File: config.mk
export PLATFORM = sky130hd
export DESIGN_NAME = operand_loader
export DESIGN_NICKNAME = d
export VERILOG_FILES = /design/src/rtl/operand_loader.sv
export SDC_FILE = /design/constraint.sdc
export NUM_CORES = 1
export LEC_CHECK = 0
export CORE_MARGIN = 2
export CORE_UTILIZATION = 30
export DETAILED_ROUTE_END_ITERATION = 8
export SLEW_MARGIN = 20
export SYNTH_ARGS = -nofsm -noshare
export SYNTH_HDL_FRONTEND = slang
export SYNTH_SLANG_ARGS = --single-unit
File: constraint.sdc
create_clock -name CLK -period 1.16 [get_ports CLK]
set_input_delay 0.29 -clock CLK [delete_from_list [all_inputs] [get_ports CLK]]
set_output_delay 0.29 -clock CLK [all_outputs]
set_load 0.02 [all_outputs]
File: src/rtl/operand_loader.sv
// rtl/operand_loader.sv - two-button operand entry: sync + debounce buttons, 4-state load FSM.
// Buttons are conditioned into one-cycle press pulses which step A/B capture and the sum select.

module operand_loader_btn #(
  parameter int DEB_CYCLES  = 16,
  parameter int SYNC_STAGES = 2
) (
  input  logic clk,
  input  logic rst_n,
  input  logic raw,
  output logic press
);

  localparam int CW = (DEB_CYCLES > 1) ? $clog2(DEB_CYCLES) : 1;

  logic [SYNC_STAGES-1:0] sync;
  logic                   synced;
  logic                   level;
  logic [CW-1:0]          cnt;
  logic                   cnt_done;

  assign synced   = sync[SYNC_STAGES-1];
  assign cnt_done = (cnt == CW'(DEB_CYCLES - 1));

  always_ff @(posedge clk or negedge rst_n) begin
    if (!rst_n) begin
      sync <= '0;
    end else begin
      sync <= {sync[SYNC_STAGES-2:0], raw};
    end
  end

  // The press pulse is registered together with the level change, so it is
  // high exactly in the first cycle the debounced level reads 1.
  always_ff @(posedge clk or negedge rst_n) begin
    if (!rst_n) begin
      level <= 1'b0;
      cnt   <= '0;
      press <= 1'b0;
    end else begin
      press <= 1'b0;
      if (synced == level) begin
        cnt <= '0;
      end else if (cnt_done) begin
        level <= synced;
        cnt   <= '0;
        press <= synced;
      end else begin
        cnt <= cnt + CW'(1);
      end
    end
  end

endmodule

module operand_loader #(
  parameter int DEB_CYCLES  = 16,
  parameter int SYNC_STAGES = 2
) (
  input  logic       CLK,
  input  logic       RST_N,
  input  logic [2:0] SW,
  input  logic       BTN_NEXT,
  input  logic       BTN_CLR,
  output logic [2:0] A,
  output logic [2:0] B,
  output logic       START,
  output logic [1:0] STATE,
  output logic       SUM_VALID
);

  typedef enum logic [1:0] {
    IDLE   = 2'b00,
    HAVE_A = 2'b01,
    HAVE_B = 2'b10,
    SHOW   = 2'b11
  } state_t;

  state_t state;
  logic   next_ev;
  logic   clr_ev;

  operand_loader_btn #(
    .DEB_CYCLES (DEB_CYCLES),
    .SYNC_STAGES(SYNC_STAGES)
  ) u_btn_next (
    .clk  (CLK),
    .rst_n(RST_N),
    .raw  (BTN_NEXT),
    .press(next_ev)
  );

  operand_loader_btn #(
    .DEB_CYCLES (DEB_CYCLES),
    .SYNC_STAGES(SYNC_STAGES)
  ) u_btn_clr (
    .clk  (CLK),
    .rst_n(RST_N),
    .raw  (BTN_CLR),
    .press(clr_ev)
  );

  assign STATE = state;

  // Clear wins over a coincident advance; SW is only looked at on a capture.
  always_ff @(posedge CLK or negedge RST_N) begin
    if (!RST_N) begin
      state     <= IDLE;
      A         <= 3'b000;
      B         <= 3'b000;
      START     <= 1'b0;
      SUM_VALID <= 1'b0;
    end else begin
      SUM_VALID <= 1'b0;
      if (clr_ev) begin
        state <= IDLE;
        A     <= 3'b000;
        B     <= 3'b000;
        START <= 1'b0;
      end else if (next_ev) begin
        case (state)
          IDLE: begin
            A     <= SW;
            state <= HAVE_A;
          end
          HAVE_A: begin
            B     <= SW;
            state <= HAVE_B;
          end
          HAVE_B: begin
            START     <= 1'b1;
            SUM_VALID <= 1'b1;
            state     <= SHOW;
          end
          default: begin
            A     <= 3'b000;
            B     <= 3'b000;
            START <= 1'b0;
            state <= IDLE;
          end
        endcase
      end
    end
  end

endmodule

==> out/qor.csv, run 1 <==
stage;metric;value;unit
setup_path;CP Capture Type;register;
power;Logic pwr share;7.8;%
clock_tree;CTS tree;built;
routing;via count;773;
timing;Slew Viols, Final;0;
routing;# DRC;0;
timing;Worst Tran Pin Value;0.4589;ns
power;Max VDD drop;457.0;uV
logic_synthesis;synthesis-stage register bit count;26;
logic_synthesis;main combinational cell family by area after synthesis;simple AND/OR/NAND/NOR gates;
routing;DRT antenna net count;0;
place;HPWL after detailed placement;1455;microns
logic_synthesis;Synth Area in Compound Gates;7.143;%
place;I/O Buffers;16;
place;placed cell area;1389;sq um
clock_tree;# clock sinks;26;
clock_tree;clk root buf;clkbuf_4;
timing;setup_tns;-0.5018;ns
logic_synthesis;Post-Synth XOR/XNOR Area;4.098;%
final_layout;share of layout cells above drive strength 1;40.65;%
routing;vias per cell;4.574;
logic_synthesis;part of the Yosys area used for sequential elements;60.89;%
power;Clk pwr share;36.6;%
clock_tree;Clk Latency, worst-skew pair;0.33;ns
die;die area;4055;sq um
status;failing checks;negative setup slack;
final_layout;filler instances;309;
worst_hold_path;Worst Hold Class;input port to asynchronous set/reset pin;
routing;WL/cell;12.24;microns
grt;largest net degree at the start of global routing;27;
final_layout;nets;136;
final_layout;Area growth, synth to finish;42.62;%
timing;Final WS setup;-0.09769;ns
logic_synthesis;Synth Area per Inst;12.01;sq um
place;placer congestion estimate;0.7704;
logic_synthesis;post-synthesis cell area;1069;sq um
setup_path;Crit Path Category;register to register;
clock_tree;Num CTS Buffers;3;
grt;grt total ovfl;0;
die;CORE AREA;3390;sq um
die;Die Ht;63.68;microns
timing;setup repair after global routing missed its margin;true;
timing;Final period util;108.4;%
routing;DR pass1 iterations;4;
die;Core Rows;21;
setup_path;kind of start point of the critical path;register;
final_layout;Finished Cell Area;1524;sq um
logic_synthesis;synth top area cells;dfrtp_1, ha_1, xnor2_1;
power;Sw Ratio;20.65;%
logic_synthesis;Mapped Cells;89;
timing;Layout Skew;0.005242;ns
power;P_leak;0.6718;nW
routing;initial drt markers;21;
logic_synthesis;Adder-Cell Fraction of Synth Area;5.855;%
logic_synthesis;Yosys top cell area share;60.89;%
logic_synthesis;synth warn;0;
die;initial core utilization;31.52;%
clock_tree;H-tree depth;1;
logic_synthesis;Post-Synth Simple-Gate Area;15.57;%
die;I/O pin cnt;17;
grt;first-pass GRT wire length;3436;microns
status;status;finished with violations;
grt;vias in the first global route;781;
routing;total routed wirelength;2069;microns
logic_synthesis;syn nets;101;
setup_path;Worst Path Max Fanout;4;
power;Sw Pwr;0.0003525;W
power;Pint;0.001355;W
timing;headroom to the max-slew limit;69.19;%
grt;antenna violations before repair;0;
flow_run;Max Cap Violations;0;
clock_tree;CTS clk-pin slew, worst paths;0.14;ns
logic_synthesis;mux share of post-synthesis cell area;3.981;%
final_layout;Inserted Diodes;0;
timing;final hold violation count;0;
power;pwr dens;1120;nW/um^2
logic_synthesis;cell taking the most area after synthesis;dfrtp_1;
die;Die Wd;63.68;microns
setup_path;arrival time at the worst endpoint;1.52;ns
grt;total track usage;10.73;%
timing;fin crit period;1.258;ns
timing;final setup vio count;13;
final_layout;Final Util;44.96;%
power;sequential power share;55.7;%
logic_synthesis;Yosys cell types;24;
timing;fmax;795.1;MHz
clock_tree;Max Root-Sink Buffers;2;
setup_path;Data required, critical path;1.42;ns
-- worst max-delay path, cell delays in order (launching register included) --
cell and delay (ns):
dfrtp_2 0.45, inv_2 0.09, ha_4 0.20, and2b_2 0.25, nand3_2 0.08, a21oi_2 0.13
-- Yosys cell counts (all sizes together) --
library cell,count
mux2,2
a21o,1
dfrtp,26
a311oi,2
xnor2,5
ha,5
nand4,3
and2b,1
mux2i,2
nand3,5
nor2b,2
nor3b,4
nand2b,1
nor2,6
inv,3
o21ai,1
clkbuf,1
buf,1
a21oi,8
a31oi,1
nand4b,1
nand2,8
-- path summary, 6_finish.rpt --
check / start / to / slack (ns) / cells past startpoint
setup / recovery: STATE[0] / A[2] / -0.1 / 5
hold / removal: RST_N / SUM_VALID / 0.30 / 2
setup reg to reg: STATE[0] / A[2] / -0.1 / 5
hold reg to reg: u_btn_next.sync[0] / u_btn_next.sync[1] / 0.37 / 0
max in group asynchronous: RST_N / STATE[1] / 0.71 / 2
min in group CLK: u_btn_next.sync[0] / u_btn_next.sync[1] / 0.37 / 0
-- area by class of cell --
cell class              count  area [sq um]  area share (%)
flip-flops and latches     26         653.1           42.86
multi-input cells          58         452.9           29.72
repair buffers             32         296.5           19.46
well taps                  46         57.56           3.777
clock inverters             1         30.03           1.970
clock buffers               3         22.52           1.478
inverters                   3         11.26          0.7389
-- cell usage in the layout (no fill, tap or decap), types with 2 or more instances in the layout --
| cell | instances |
|---|---|
| dfrtp_1 | 24 |
| buf_4 | 14 |
| buf_6 | 9 |
| nand2_1 | 8 |
| nor2_1 | 6 |
| clkdlybuf4s50_1 | 6 |
| xnor2_1 | 5 |
| a21oi_1 | 5 |
| nand3_2 | 4 |
| ha_2 | 4 |
| nor3b_1 | 3 |
| a21oi_2 | 3 |
| nand4_1 | 3 |
| clkbuf_4 | 3 |
| dfrtp_2 | 2 |
| inv_2 | 2 |
| nor2b_1 | 2 |
| mux2i_1 | 2 |
| buf_2 | 2 |
-- flip-flops by register name (all words and copies together), names as in the netlist, 2 cells and up --
signal and flops:
STATE 2, A 3, u_btn_clr.sync 2, u_btn_next.cnt 4, B 3, u_btn_clr.cnt 4
u_btn_next.sync 2
-- power groups by stage --
stage | Clock, W | Combinational [W] | Sequential, W
2_1_floorplan | 0 | 0.0000375 | 0.000965
3_3_place_gp | 0 | 0.000104 | 0.000965
3_5_place_dp | 0 | 0.000110 | 0.000968
4_1_cts | 0.000644 | 0.000119 | 0.000950
5_1_grt | 0.000665 | 0.000146 | 0.000954
6_report | 0.000625 | 0.000132 | 0.000950
-- layer usage --
metal  track usage, %  share of wire [%]  vias up
met3            3.214                5.1        4
met2            17.89                 49       19
met5                0                  0        -
li1                 -                  -      374
met1            12.66                 44      376
met4            4.891                1.7        0
-- repair_timing --
item,4_1_cts,5_1_grt
hold buffers,0,0
setup endpoints to repair,16,21
cloned,0,0
gates resized for setup,56,12
buffers inserted,2,3
hold endpoints to repair,0,0
pin swaps,2,7
-- cells by family (layout without fill, tap and decap cells) --
| logic type | count (synthesis) | count (layout) |
|---|---|---|
| mux | 4 | 4 |
| compound gates | 13 | 13 |
| fa+ha+maj | 5 | 5 |
| simple gates | 31 | 31 |
| buf+inv | 5 | 39 |
| flops | 26 | 26 |
| xor+xnor | 5 | 5 |
-- per-stage QoR --
stage	hold slack, ns	worst slack, ns	total power [W]	std cells
2_1_floorplan	-0.005591	-0.09708	0.001003	89
4_1_cts	0.2965	-0.09933	0.001713	166
6_report	0.2960	-0.09769	0.001708	169
5_1_grt	0.3007	-0.1595	0.001766	169
3_3_place_gp	0.3317	-0.1006	0.001069	160
3_5_place_dp	0.3355	-0.1092	0.001078	160
No activity file was read; power rests on OpenSTA's default activity.
==> run 2: changes to the inputs <==
- DONT_BUFFER_PORTS: default -> 1
==> out/qor.csv, run 2 (synthesis results as in run 1) <==
stage;metric;value;unit;change
power;sequential power share;56.3;%;+0.6 points
setup_path;arrival time at the worst endpoint;1.48;ns;-0.04 ns
timing;headroom to the max-slew limit;70.93;%;+1.7 points
routing;DRT antenna net count;0;;unchanged
final_layout;filler instances;318;;+2.9%
place;placer congestion estimate;0.7884;;+2.3%
status;status;finished with violations;;
timing;final setup vio count;6;;-7
die;Die Ht;63.68;microns;unchanged
setup_path;Crit Path Category;register to register;;
timing;Final period util;107.7;%;-0.75 points
final_layout;share of layout cells above drive strength 1;39.09;%;-1.6 points
timing;Layout Skew;0.02785;ns;+0.02261 ns
power;Sw Pwr;0.0003500;W;-0.72%
die;die area;4055;sq um;unchanged
die;Die Wd;63.68;microns;unchanged
grt;vias in the first global route;781;;unchanged
grt;grt total ovfl;0;;unchanged
routing;vias per cell;4.647;;+1.6%
power;pwr dens;1196;nW/um^2;+6.7%
status;failing checks;negative setup slack;;
final_layout;commonest cells after routing, fill and taps aside;dfrtp_1, buf_4, nand2_1;;
setup_path;CP max stage cell;dfrtp_2;;
timing;Final WS setup;-0.08903;ns;+0.008662 ns
setup_path;max incr delay on CP;0.44;ns;about the same
routing;WL/cell;12.49;microns;+2.1%
clock_tree;CTS tree;built;;
clock_tree;Clk Latency, worst-skew pair;0.33;ns;about the same
routing;# DRC;0;;unchanged
setup_path;worst-path cell chain;inv_2 -> ha_4 -> and2b_2 -> nand3_1 -> a21oi_1;;
clock_tree;Num CTS Buffers;3;;unchanged
place;HPWL after detailed placement;1391;microns;-4.4%
flow_run;Max Cap Violations;0;;unchanged
routing;DR pass1 iterations;3;;-1
clock_tree;clk root buf;clkbuf_4;;
worst_hold_path;Worst Hold Class;input port to register;;
power;Pint;0.001342;W;-0.97%
final_layout;Area growth, synth to finish;32.44;%;
clock_tree;CTS clk-pin slew, worst paths;0.16;ns;+0.02 ns
power;Sw Ratio;20.69;%;+0.041 points
place;I/O Buffers;0;;-16
timing;fmax;800.6;MHz;+0.69%
power;P_leak;0.6093;nW;-9.3%
final_layout;final cell count without fillers;156;;-7.7%
routing;initial drt markers;28;;+33%
timing;Worst Tran Pin Value;0.4329;ns;-0.02595 ns
die;initial core utilization;31.52;%;unchanged
power;Max VDD drop;1130;uV;+150%
routing;via count;725;;-6.2%
timing;setup_tns;-0.4171;ns;+0.08472 ns
power;total power;0.001692;W;-0.92%
final_layout;Inserted Diodes;0;;unchanged
timing;setup repair after global routing missed its margin;true;;
place;dpl cells;145;;-9.4%
clock_tree;H-tree depth;1;;unchanged
final_layout;Largest regs;u_btn_clr.cnt x4, u_btn_next.cnt x4;;
setup_path;kind of start point of the critical path;register;;
timing;Slew Viols, Final;0;;unchanged
timing;final hold violation count;0;;unchanged
die;Core Rows;21;;unchanged
grt;antenna violations before repair;0;;unchanged
power;Clk pwr share;37.0;%;+0.4 points
final_layout;nets;123;;-9.6%
clock_tree;# clock sinks;26;;unchanged
die;I/O pin cnt;17;;unchanged
power;Logic pwr share;6.7;%;-1.1 points
timing;fin crit period;1.249;ns;-0.008662 ns
grt;first-pass GRT wire length;3484;microns;+1.4%
setup_path;Data required, critical path;1.39;ns;-0.03 ns
routing;total routed wirelength;1949;microns;-5.8%
place;pre-CTS WS;-0.07029;ns;+0.03891 ns
setup_path;CP Capture Type;register;;
timing;Fin Hold WS;0.06220;ns;-0.2338 ns
clock_tree;Max Root-Sink Buffers;2;;unchanged
final_layout;commonest non-fill, non-tap cell in the layout;dfrtp_1;;
die;CORE AREA;3390;sq um;unchanged
grt;total track usage;11.08;%;+0.35 points
grt;largest net degree at the start of global routing;27;;unchanged
setup_path;Worst Path Max Fanout;4;;unchanged
-- run 2: layer usage --
| layer | track usage, % | share of wire [%] | wire length (microns) | vias up |
|---|---|---|---|---|
| li1 | - | - | - | 350 |
| met1 | 11.53 | 40 | 778 | 351 |
| met2 | 19.34 | 51 | 993 | 22 |
| met3 | 5.179 | 8.3 | 162 | 2 |
| met4 | 4.076 | 0.77 | 15 | 0 |
| met5 | 0 | 0 | 0 | - |
-- run 2: final timing paths --
check                              startpoint            endpoint  slack, ns  cells past startpoint
min in group asynchronous               RST_N            STATE[0]       0.37                      2
setup / recovery                     STATE[0]                A[2]      -0.09                      5
max in group asynchronous               RST_N   u_btn_clr.sync[0]       0.61                      2
setup reg to reg                     STATE[0]                A[2]      -0.09                      5
hold / removal                          SW[0]                A[0]       0.06                      2
hold reg to reg            u_btn_next.sync[0]  u_btn_next.sync[1]       0.37                      0
-- run 2: stage by stage --
step | util, % | area [sq um]
after floorplan | - | 1091
after global placement | 36.10 | 1224
after detailed placement | 36.10 | 1224
after CTS | 40.09 | 1359
after global routing | 41.75 | 1415
final | 41.75 | 1415
-- run 2: power by group through the flow --
stage | combinational (W) | clock (W) | sequential [W]
6_report | 0.000113 | 0.000627 | 0.000952
5_1_grt | 0.000128 | 0.000677 | 0.000956
4_1_cts | 0.000101 | 0.000648 | 0.000951
3_5_place_dp | 0.0000588 | 0 | 0.000969
3_3_place_gp | 0.0000546 | 0 | 0.000966
2_1_floorplan | 0.0000375 | 0 | 0.000965
-- run 2: timing repair --
action                     4_1_cts  5_1_grt
hold endpoints to repair        28        0
hold buffers                     4        0
resized for setup                4       14
setup endpoints to repair        8       16
pin swaps                        7        7
setup buffers                    2        1
-- run 2: cell type report --
cell class              count  area (sq um)  area share [%]
well taps                  46         57.56           4.067
flip-flops and latches     26         655.6           46.33
inverters                   3         11.26          0.7958
multi-input cells          58         464.2           32.80
repair buffers             19         173.9           12.29
clock inverters             1         30.03           2.122
clock buffers               3         22.52           1.592
-- run 2: critical path: cells and delay by family (launching register included) --
family	cells	cell delay, ns
buffers and inverters	1	0.06
AND/OR/NAND/NOR	2	0.32
AO/OA/AOI/OAI	1	0.06
flip-flops	1	0.44
adder cells (fa/ha/maj)	1	0.27
